File: config.mk
export PLATFORM = sky130hd
export DESIGN_NAME = axi_burst_read_master_flat
export DESIGN_NICKNAME = d
export VERILOG_FILES = /design/src/rtl/axi_burst_read_master_pkg.sv /design/src/rtl/axi_burst_read_master_if.sv /design/src/rtl/axi_rd_skid.sv /design/src/rtl/axi_burst_read_master.sv /design/src/flat_wrapper.sv
export SDC_FILE = /design/constraint.sdc
export NUM_CORES = 1
export LEC_CHECK = 0
export ABC_CLOCK_PERIOD_IN_PS = 3500
export CORE_AREA = 2 2 95 97
export DETAILED_ROUTE_END_ITERATION = 12
export DIE_AREA = 0 0 97 99
export DONT_BUFFER_PORTS = 1
export HOLD_SLACK_MARGIN = 0.03
export MAX_ROUTING_LAYER = met4
export PLACE_DENSITY = 0.71
export SLEW_MARGIN = 0
export SYNTH_ARGS = -nofsm -noshare
export SYNTH_HDL_FRONTEND = slang
export SYNTH_SLANG_ARGS = --single-unit
File: constraint.sdc
create_clock -name ACLK -period 3.5 [get_ports ACLK]
set_input_delay 0.7 -clock ACLK [delete_from_list [all_inputs] [get_ports ACLK]]
set_output_delay 0.7 -clock ACLK [all_outputs]
set_load 0.005 [all_outputs]
File: src/rtl/axi_burst_read_master_pkg.sv
// rtl/axi_burst_read_master_pkg.sv - shared AXI constants, encodings and FSM state for the burst read master
package axi_burst_read_master_pkg;

  localparam logic [1:0] BURST_INCR = 2'b01;

  typedef enum logic [1:0] {
    RESP_OKAY   = 2'b00,
    RESP_EXOKAY = 2'b01,
    RESP_SLVERR = 2'b10,
    RESP_DECERR = 2'b11
  } axi_resp_e;

  typedef enum logic [2:0] {
    SIZE_1B   = 3'd0,
    SIZE_2B   = 3'd1,
    SIZE_4B   = 3'd2,
    SIZE_8B   = 3'd3,
    SIZE_16B  = 3'd4,
    SIZE_32B  = 3'd5,
    SIZE_64B  = 3'd6,
    SIZE_128B = 3'd7
  } axi_size_e;

  typedef enum logic [1:0] {
    IDLE = 2'd0,
    ADDR = 2'd1,
    DATA = 2'd2
  } rd_state_e;

  function automatic logic resp_is_err(input logic [1:0] resp);
    return (resp == RESP_SLVERR) || (resp == RESP_DECERR);
  endfunction

endpackage

File: src/rtl/axi_burst_read_master_if.sv
// rtl/axi_burst_read_master_if.sv - AXI4 read address and read data channels
interface axi_burst_read_master_if #(
  parameter int ADDR_W = 32,
  parameter int DATA_W = 64,
  parameter int ID_W   = 4
);
  logic              ARVALID;
  logic              ARREADY;
  logic [ADDR_W-1:0] ARADDR;
  logic [ID_W-1:0]   ARID;
  logic [7:0]        ARLEN;
  logic [2:0]        ARSIZE;
  logic [1:0]        ARBURST;
  logic [2:0]        ARPROT;

  logic              RVALID;
  logic              RREADY;
  logic [DATA_W-1:0] RDATA;
  logic [ID_W-1:0]   RID;
  logic [1:0]        RRESP;
  logic              RLAST;

  modport master (
    output ARVALID, ARADDR, ARID, ARLEN, ARSIZE, ARBURST, ARPROT, RREADY,
    input  ARREADY, RVALID, RDATA, RID, RRESP, RLAST
  );

  modport slave (
    input  ARVALID, ARADDR, ARID, ARLEN, ARSIZE, ARBURST, ARPROT, RREADY,
    output ARREADY, RVALID, RDATA, RID, RRESP, RLAST
  );
endinterface

File: src/rtl/axi_rd_skid.sv
// rtl/axi_rd_skid.sv - one-entry valid/ready output register, full throughput when drained each cycle
module axi_rd_skid #(
  parameter int W = 8
) (
  input  logic         clk,
  input  logic         rst_n,
  input  logic         s_tvalid,
  output logic         s_tready,
  input  logic [W-1:0] s_tdata,
  output logic         m_tvalid,
  input  logic         m_tready,
  output logic [W-1:0] m_tdata
);

  // Accept a new entry whenever the held one leaves in the same cycle.
  assign s_tready = !m_tvalid || m_tready;

  always_ff @(posedge clk or negedge rst_n) begin
    if (!rst_n) begin
      m_tvalid <= 1'b0;
      m_tdata  <= '0;
    end else if (s_tvalid && s_tready) begin
      m_tvalid <= 1'b1;
      m_tdata  <= s_tdata;
    end else if (m_tready) begin
      m_tvalid <= 1'b0;
    end
  end

endmodule

File: src/rtl/axi_burst_read_master.sv
// rtl/axi_burst_read_master.sv - single-outstanding AXI4 INCR burst read master with per-beat error flagging
module axi_burst_read_master
  import axi_burst_read_master_pkg::*;
#(
  parameter int ADDR_W  = 32,
  parameter int DATA_W  = 64,
  parameter int ID_W    = 4,
  parameter int TXN_ID  = 0,
  parameter int MAX_LEN = 8
) (
  input  logic                   ACLK,
  input  logic                   ARESETn,
  input  logic                   req_valid,
  output logic                   req_ready,
  input  logic [ADDR_W-1:0]      req_addr,
  input  logic [7:0]             req_len,
  input  logic [2:0]             req_size,
  output logic                   resp_valid,
  input  logic                   resp_ready,
  output logic [DATA_W-1:0]      resp_data,
  output logic                   resp_last,
  output logic                   resp_err,
  axi_burst_read_master_if.master axi
);

  localparam logic [ID_W-1:0] RID_EXP = ID_W'(TXN_ID);
  localparam logic [7:0]      LEN_CAP = 8'(MAX_LEN - 1);

  rd_state_e         state;
  logic [ADDR_W-1:0] ar_addr;
  logic [7:0]        ar_len;
  logic [2:0]        ar_size;
  logic              ar_valid;
  logic [7:0]        beat_cnt;

  logic skid_in_ready;
  logic r_offer;
  logic r_fire;
  logic at_final;
  logic beat_last;
  logic beat_err;

  assign axi.ARVALID = ar_valid;
  assign axi.ARADDR  = ar_addr;
  assign axi.ARID    = RID_EXP;
  assign axi.ARLEN   = ar_len;
  assign axi.ARSIZE  = ar_size;
  assign axi.ARBURST = BURST_INCR;
  assign axi.ARPROT  = 3'b000;
  assign axi.RREADY  = (state == DATA) && skid_in_ready;

  assign r_offer  = (state == DATA) && axi.RVALID;
  assign r_fire   = axi.RVALID && axi.RREADY;
  assign at_final = (beat_cnt == ar_len);

  // The burst ends at the expected count or at an early RLAST, whichever comes first;
  // any disagreement between the two marks that beat as an error.
  assign beat_last = at_final || axi.RLAST;
  assign beat_err  = resp_is_err(axi.RRESP) || (axi.RID != RID_EXP) || (axi.RLAST != at_final);

  always_ff @(posedge ACLK or negedge ARESETn) begin
    if (!ARESETn) begin
      state     <= IDLE;
      ar_addr   <= '0;
      ar_len    <= '0;
      ar_size   <= '0;
      ar_valid  <= 1'b0;
      beat_cnt  <= '0;
      req_ready <= 1'b0;
    end else begin
      case (state)
        IDLE: begin
          if (req_valid && req_ready) begin
            ar_addr   <= req_addr;
            ar_len    <= (req_len > LEN_CAP) ? LEN_CAP : req_len;
            ar_size   <= req_size;
            beat_cnt  <= '0;
            ar_valid  <= 1'b1;
            req_ready <= 1'b0;
            state     <= ADDR;
          end else begin
            // Hold off new requests until the last beat has left the output register.
            req_ready <= !(resp_valid && !resp_ready);
          end
        end
        ADDR: begin
          if (axi.ARREADY) begin
            ar_valid <= 1'b0;
            state    <= DATA;
          end
        end
        DATA: begin
          if (r_fire) begin
            if (beat_last) begin
              state <= IDLE;
            end else begin
              beat_cnt <= beat_cnt + 8'd1;
            end
          end
        end
        default: state <= IDLE;
      endcase
    end
  end

  axi_rd_skid #(.W(DATA_W + 2)) u_skid (
    .clk      (ACLK),
    .rst_n    (ARESETn),
    .s_tvalid (r_offer),
    .s_tready (skid_in_ready),
    .s_tdata  ({beat_err, beat_last, axi.RDATA}),
    .m_tvalid (resp_valid),
    .m_tready (resp_ready),
    .m_tdata  ({resp_err, resp_last, resp_data})
  );

endmodule

File: src/flat_wrapper.sv
// flat-port wrapper written by rule: the top's interface ports become plain ports
module axi_burst_read_master_flat import axi_burst_read_master_pkg::*;
#(
  parameter int ADDR_W  = 32,
  parameter int DATA_W  = 64,
  parameter int ID_W    = 4,
  parameter int TXN_ID  = 0,
  parameter int MAX_LEN = 8
)
  (ACLK, ARESETn, req_valid, req_ready, req_addr, req_len, req_size, resp_valid, resp_ready, resp_data, resp_last, resp_err, axi_ARVALID, axi_ARADDR, axi_ARID, axi_ARLEN, axi_ARSIZE, axi_ARBURST, axi_ARPROT, axi_RREADY, axi_ARREADY, axi_RVALID, axi_RDATA, axi_RID, axi_RRESP, axi_RLAST);
  axi_burst_read_master_if #(.ADDR_W(ADDR_W), .DATA_W(DATA_W), .ID_W(ID_W)) axi_i ();
  input  logic ACLK;
  input  logic ARESETn;
  input  logic req_valid;
  output logic req_ready;
  input  logic [ADDR_W-1:0] req_addr;
  input  logic [7:0] req_len;
  input  logic [2:0] req_size;
  output logic resp_valid;
  input  logic resp_ready;
  output logic [DATA_W-1:0] resp_data;
  output logic resp_last;
  output logic resp_err;
  output wire logic [$bits(axi_i.ARVALID)-1:0] axi_ARVALID;
  output wire logic [$bits(axi_i.ARADDR)-1:0] axi_ARADDR;
  output wire logic [$bits(axi_i.ARID)-1:0] axi_ARID;
  output wire logic [$bits(axi_i.ARLEN)-1:0] axi_ARLEN;
  output wire logic [$bits(axi_i.ARSIZE)-1:0] axi_ARSIZE;
  output wire logic [$bits(axi_i.ARBURST)-1:0] axi_ARBURST;
  output wire logic [$bits(axi_i.ARPROT)-1:0] axi_ARPROT;
  output wire logic [$bits(axi_i.RREADY)-1:0] axi_RREADY;
  input wire logic [$bits(axi_i.ARREADY)-1:0] axi_ARREADY;
  input wire logic [$bits(axi_i.RVALID)-1:0] axi_RVALID;
  input wire logic [$bits(axi_i.RDATA)-1:0] axi_RDATA;
  input wire logic [$bits(axi_i.RID)-1:0] axi_RID;
  input wire logic [$bits(axi_i.RRESP)-1:0] axi_RRESP;
  input wire logic [$bits(axi_i.RLAST)-1:0] axi_RLAST;
  assign axi_ARVALID = axi_i.ARVALID;
  assign axi_ARADDR = axi_i.ARADDR;
  assign axi_ARID = axi_i.ARID;
  assign axi_ARLEN = axi_i.ARLEN;
  assign axi_ARSIZE = axi_i.ARSIZE;
  assign axi_ARBURST = axi_i.ARBURST;
  assign axi_ARPROT = axi_i.ARPROT;
  assign axi_RREADY = axi_i.RREADY;
  assign axi_i.ARREADY = axi_ARREADY;
  assign axi_i.RVALID = axi_RVALID;
  assign axi_i.RDATA = axi_RDATA;
  assign axi_i.RID = axi_RID;
  assign axi_i.RRESP = axi_RRESP;
  assign axi_i.RLAST = axi_RLAST;
  axi_burst_read_master #(.ADDR_W(ADDR_W), .DATA_W(DATA_W), .ID_W(ID_W), .TXN_ID(TXN_ID), .MAX_LEN(MAX_LEN)) u_core (.ACLK(ACLK), .ARESETn(ARESETn), .req_valid(req_valid), .req_ready(req_ready), .req_addr(req_addr), .req_len(req_len), .req_size(req_size), .resp_valid(resp_valid), .resp_ready(resp_ready), .resp_data(resp_data), .resp_last(resp_last), .resp_err(resp_err), .axi(axi_i));
endmodule
==> flow_summary.toml <==
[timing]
drv_slew = 0
hold_viol = 0
rsz0062_at_grt = "false"
skew_ns = 0.008926
setup_viol_count_final = 0
fin_crit_ns = 2.151
fmax_mhz = 464.9
worstMarginPinSlew_ns = 0.8709
fin_crit_sh = 0.6146
finalSetupTns_ns = 0
relSlewSlack = 0.4162

[floorplan]
dieArea_um2 = 9603
initial_utilization = 0.5656
core_area_um2 = 8551
placementRows = 34
die_h_um = 99
die_w_um = 97
pin_count = 242

[run_status]
status = "completed"

[synth]
synthTopCellsByArea = "dfrtp_1, mux2_2, nand2_1"
syn_avg_cell_area_um2 = 11.97
synth.distinct_cells = 34
synthFlopType = "dfrtp_1"
synthArstFlopShare = 1.000
yosysTopAreaCell = "dfrtp_1"
syn_inst = 404
synth-edff-count = 0
synth_area_um2 = 4836
synth-seq-area-share = 0.6313
yosys.area.top_type_share = 0.6313
synth_seq_cells = 122
yosysWarnings = 0

[cells_and_area]
finalNonFillerCells = 531
syn_to_final_growth_pct = 14.90
layout_commonest_cell = "dfrtp_1"
final_cell_mix = "dfrtp_1, nand2_1, mux2_2"
fillCellCount = 673
antenna_cells = 0
drive_above_1_share = 0.2364
num-nets-final = 532

[critical_path]
rr_startpoint = "u_core.beat_cnt[6]"
crit_slowest_cell = "dfrtp_1"
reg2reg_depth = 7
r2r_slack_ns = 1.35
crit_fanout = 5
reg2reg_to = "u_core.u_skid.m_tdata[65]"
max_stage_delay_ns = 0.45
cp_cell_sequence = "xor2_1 > nor4_1 > nand2_1 > ha_1 > or4_1 > nor3_1 > o21ai_0"
path_class = "flip-flop to flip-flop"
worst_ep_required_time_ns = 3.85
critPathArrivalTime_ns = 2.50
cp-end-kind = "flip-flop"
crit_path_start_kind = "flip-flop"

[global_routing]
gr-usage-all-layers = 0.2180
gr-total-overflow = 0
grt_pass1_wl_mm = 15.84
grt_pass1_vias = 3078
grt_max_degree = 123
antenna_found_initial = 0

[placed_design]
port_buffers = 0
gp_congestion = 0.7705
dpl.cell_count = 498
dp_hpwl_mm = 6.923

[detailed_routing]
wl_mm = 9.937
dr_wl_met3_um = 743
dr_wl_met2_mm = 5.227
top_layer = "met4"
avgRoutedWirePerCell_um = 18.71
drt_iter0_drc = 92
ant_nets = 0
vias = 2929
dr.pass1.iters = 5
wl_met1_mm = 3.872
vias_per_cell = 5.516
post-route-drc-count = 0

[cts]
root_buffer = "clkbuf_8"
clock_path_buffers = 2
cts_tree = "done"
cts_sinks = 122
cts_resized = 0
clock_latency_ns = 0.50
clk_pin_slew_worst_paths_ns = 0.06
numCtsBuffers = 17
htree_levels = 4

[pwr]
power_density_nw_per_um2 = 972.7
p_leak_nw = 2.676
max-vdd-ir-drop_v = 0.0005165

[hold_path]
min_path_type = "input port to asynchronous set/reset pin"

[job]
drv_cap = 0
critical path, delay by kind of cell, from the launching register on:
family	cells	cell delay, ns
xor+xnor	1	0.19
simple gates	4	0.95
flops	1	0.45
fa+ha+maj	1	0.30
compound gates	1	0.12
registers in the layout, indices dropped and copies added, names as in the netlist:
register / count
u_core.u_skid.m_tvalid: 1
u_core.axi.ARADDR: 32
u_core.axi.ARVALID: 1
u_core.state: 2
u_core.beat_cnt: 8
u_core.axi.ARSIZE: 3
u_core.req_ready: 1
u_core.axi.ARLEN: 8
u_core.u_skid.m_tdata: 66
metal layers:
layer,global-route usage,up-vias
li1,-,1331
met1,0.2583,1445
met2,0.3510,145
met3,0.06950,8
met4,0.08451,0
met5,-,-
stage by stage:
| stage | hold WS (ns) | area [um2] | setup WS [ns] | total power (W) | util |
|---|---|---|---|---|---|
| after floorplan | 0.4044 | 4862 | 1.652 | 0.003286 | - |
| after global placement | 0.4062 | 4906 | 1.152 | 0.003544 | 0.5737 |
| after detailed placement | 0.4060 | 4906 | 1.118 | 0.003615 | 0.5737 |
| after CTS | 0.1646 | 5557 | 1.343 | 0.005475 | 0.6498 |
| after global routing | 0.1887 | 5557 | 1.177 | 0.005730 | 0.6498 |
| final | 0.1365 | 5557 | 1.349 | 0.005405 | 0.6498 |
what timing repair did:
item	4_1_cts	5_1_grt
hold endpoints to repair	122	0
hold buffers	1	0
setup buffers	0	0
cell type report:
type | instances | area [um2] | area share
flip-flops and latches | 122 | 3053 | 0.5494
clock inverters | 13 | 191.4 | 0.03445
clock buffers | 19 | 431.7 | 0.07769
inverters | 2 | 7.507 | 0.001351
multi-input cells | 262 | 1680 | 0.3024
repair buffers | 5 | 57.56 | 0.01036
well taps | 108 | 135.1 | 0.02432
worst max path at each step:
stage | startpoint | end | slack (ns) | cells after the start
final | u_core.beat_cnt[6] | u_core.u_skid.m_tdata[65] | 1.35 | 7
after global routing | u_core.beat_cnt[6] | u_core.u_skid.m_tdata[65] | 1.18 | 7
after floorplan | u_core.beat_cnt[6] | u_core.u_skid.m_tdata[65] | 1.65 | 7
after global placement | resp_ready | u_core.u_skid.m_tdata[31] | 1.15 | 4
after detailed placement | resp_ready | u_core.u_skid.m_tdata[37] | 1.12 | 4
after CTS | u_core.beat_cnt[6] | u_core.u_skid.m_tdata[65] | 1.34 | 7
report_power, final:
group / internal, W / switching [W]
logic: 0.000524 / 0.000500
registers: 0.00205 / 0.000529
clock network: 0.00118 / 0.000623
total: 0.00375 / 0.00165
kinds of logic (layout without fill, tap and decap cells):
kind of cell               count (synthesis)  after routing  share of synthesized area
AOI/OAI and AO/OA                         13             13                    0.01630
muxes                                     65             65                     0.1511
DFF                                      122            122                     0.6313
other                                      2              9                   0.001553
buffers and inverters                     27             39                    0.03027
adders and majority gates                  2              2                   0.005174
xor gates and xnor gates                  12             12                    0.02173
and+or+nand+nor                          161            161                     0.1426
synthesized netlist by cell type (2+ instances only):
cell and count:
inv_1 2, nand2_1 118, mux2_2 59, mux2_1 5, nor2_1 11, o31ai_1 2
buf_4 10, nand2b_1 3, nand3_1 7, nand4_1 2, nor3_1 4, o21ai_0 7
dfrtp_1 122, ha_1 2, xnor2_1 4, nor4_1 2, conb_1 2, clkbuf_1 9
xor2_1 8, buf_2 6, and2_1 6
Power figures use the tool's default switching activity.
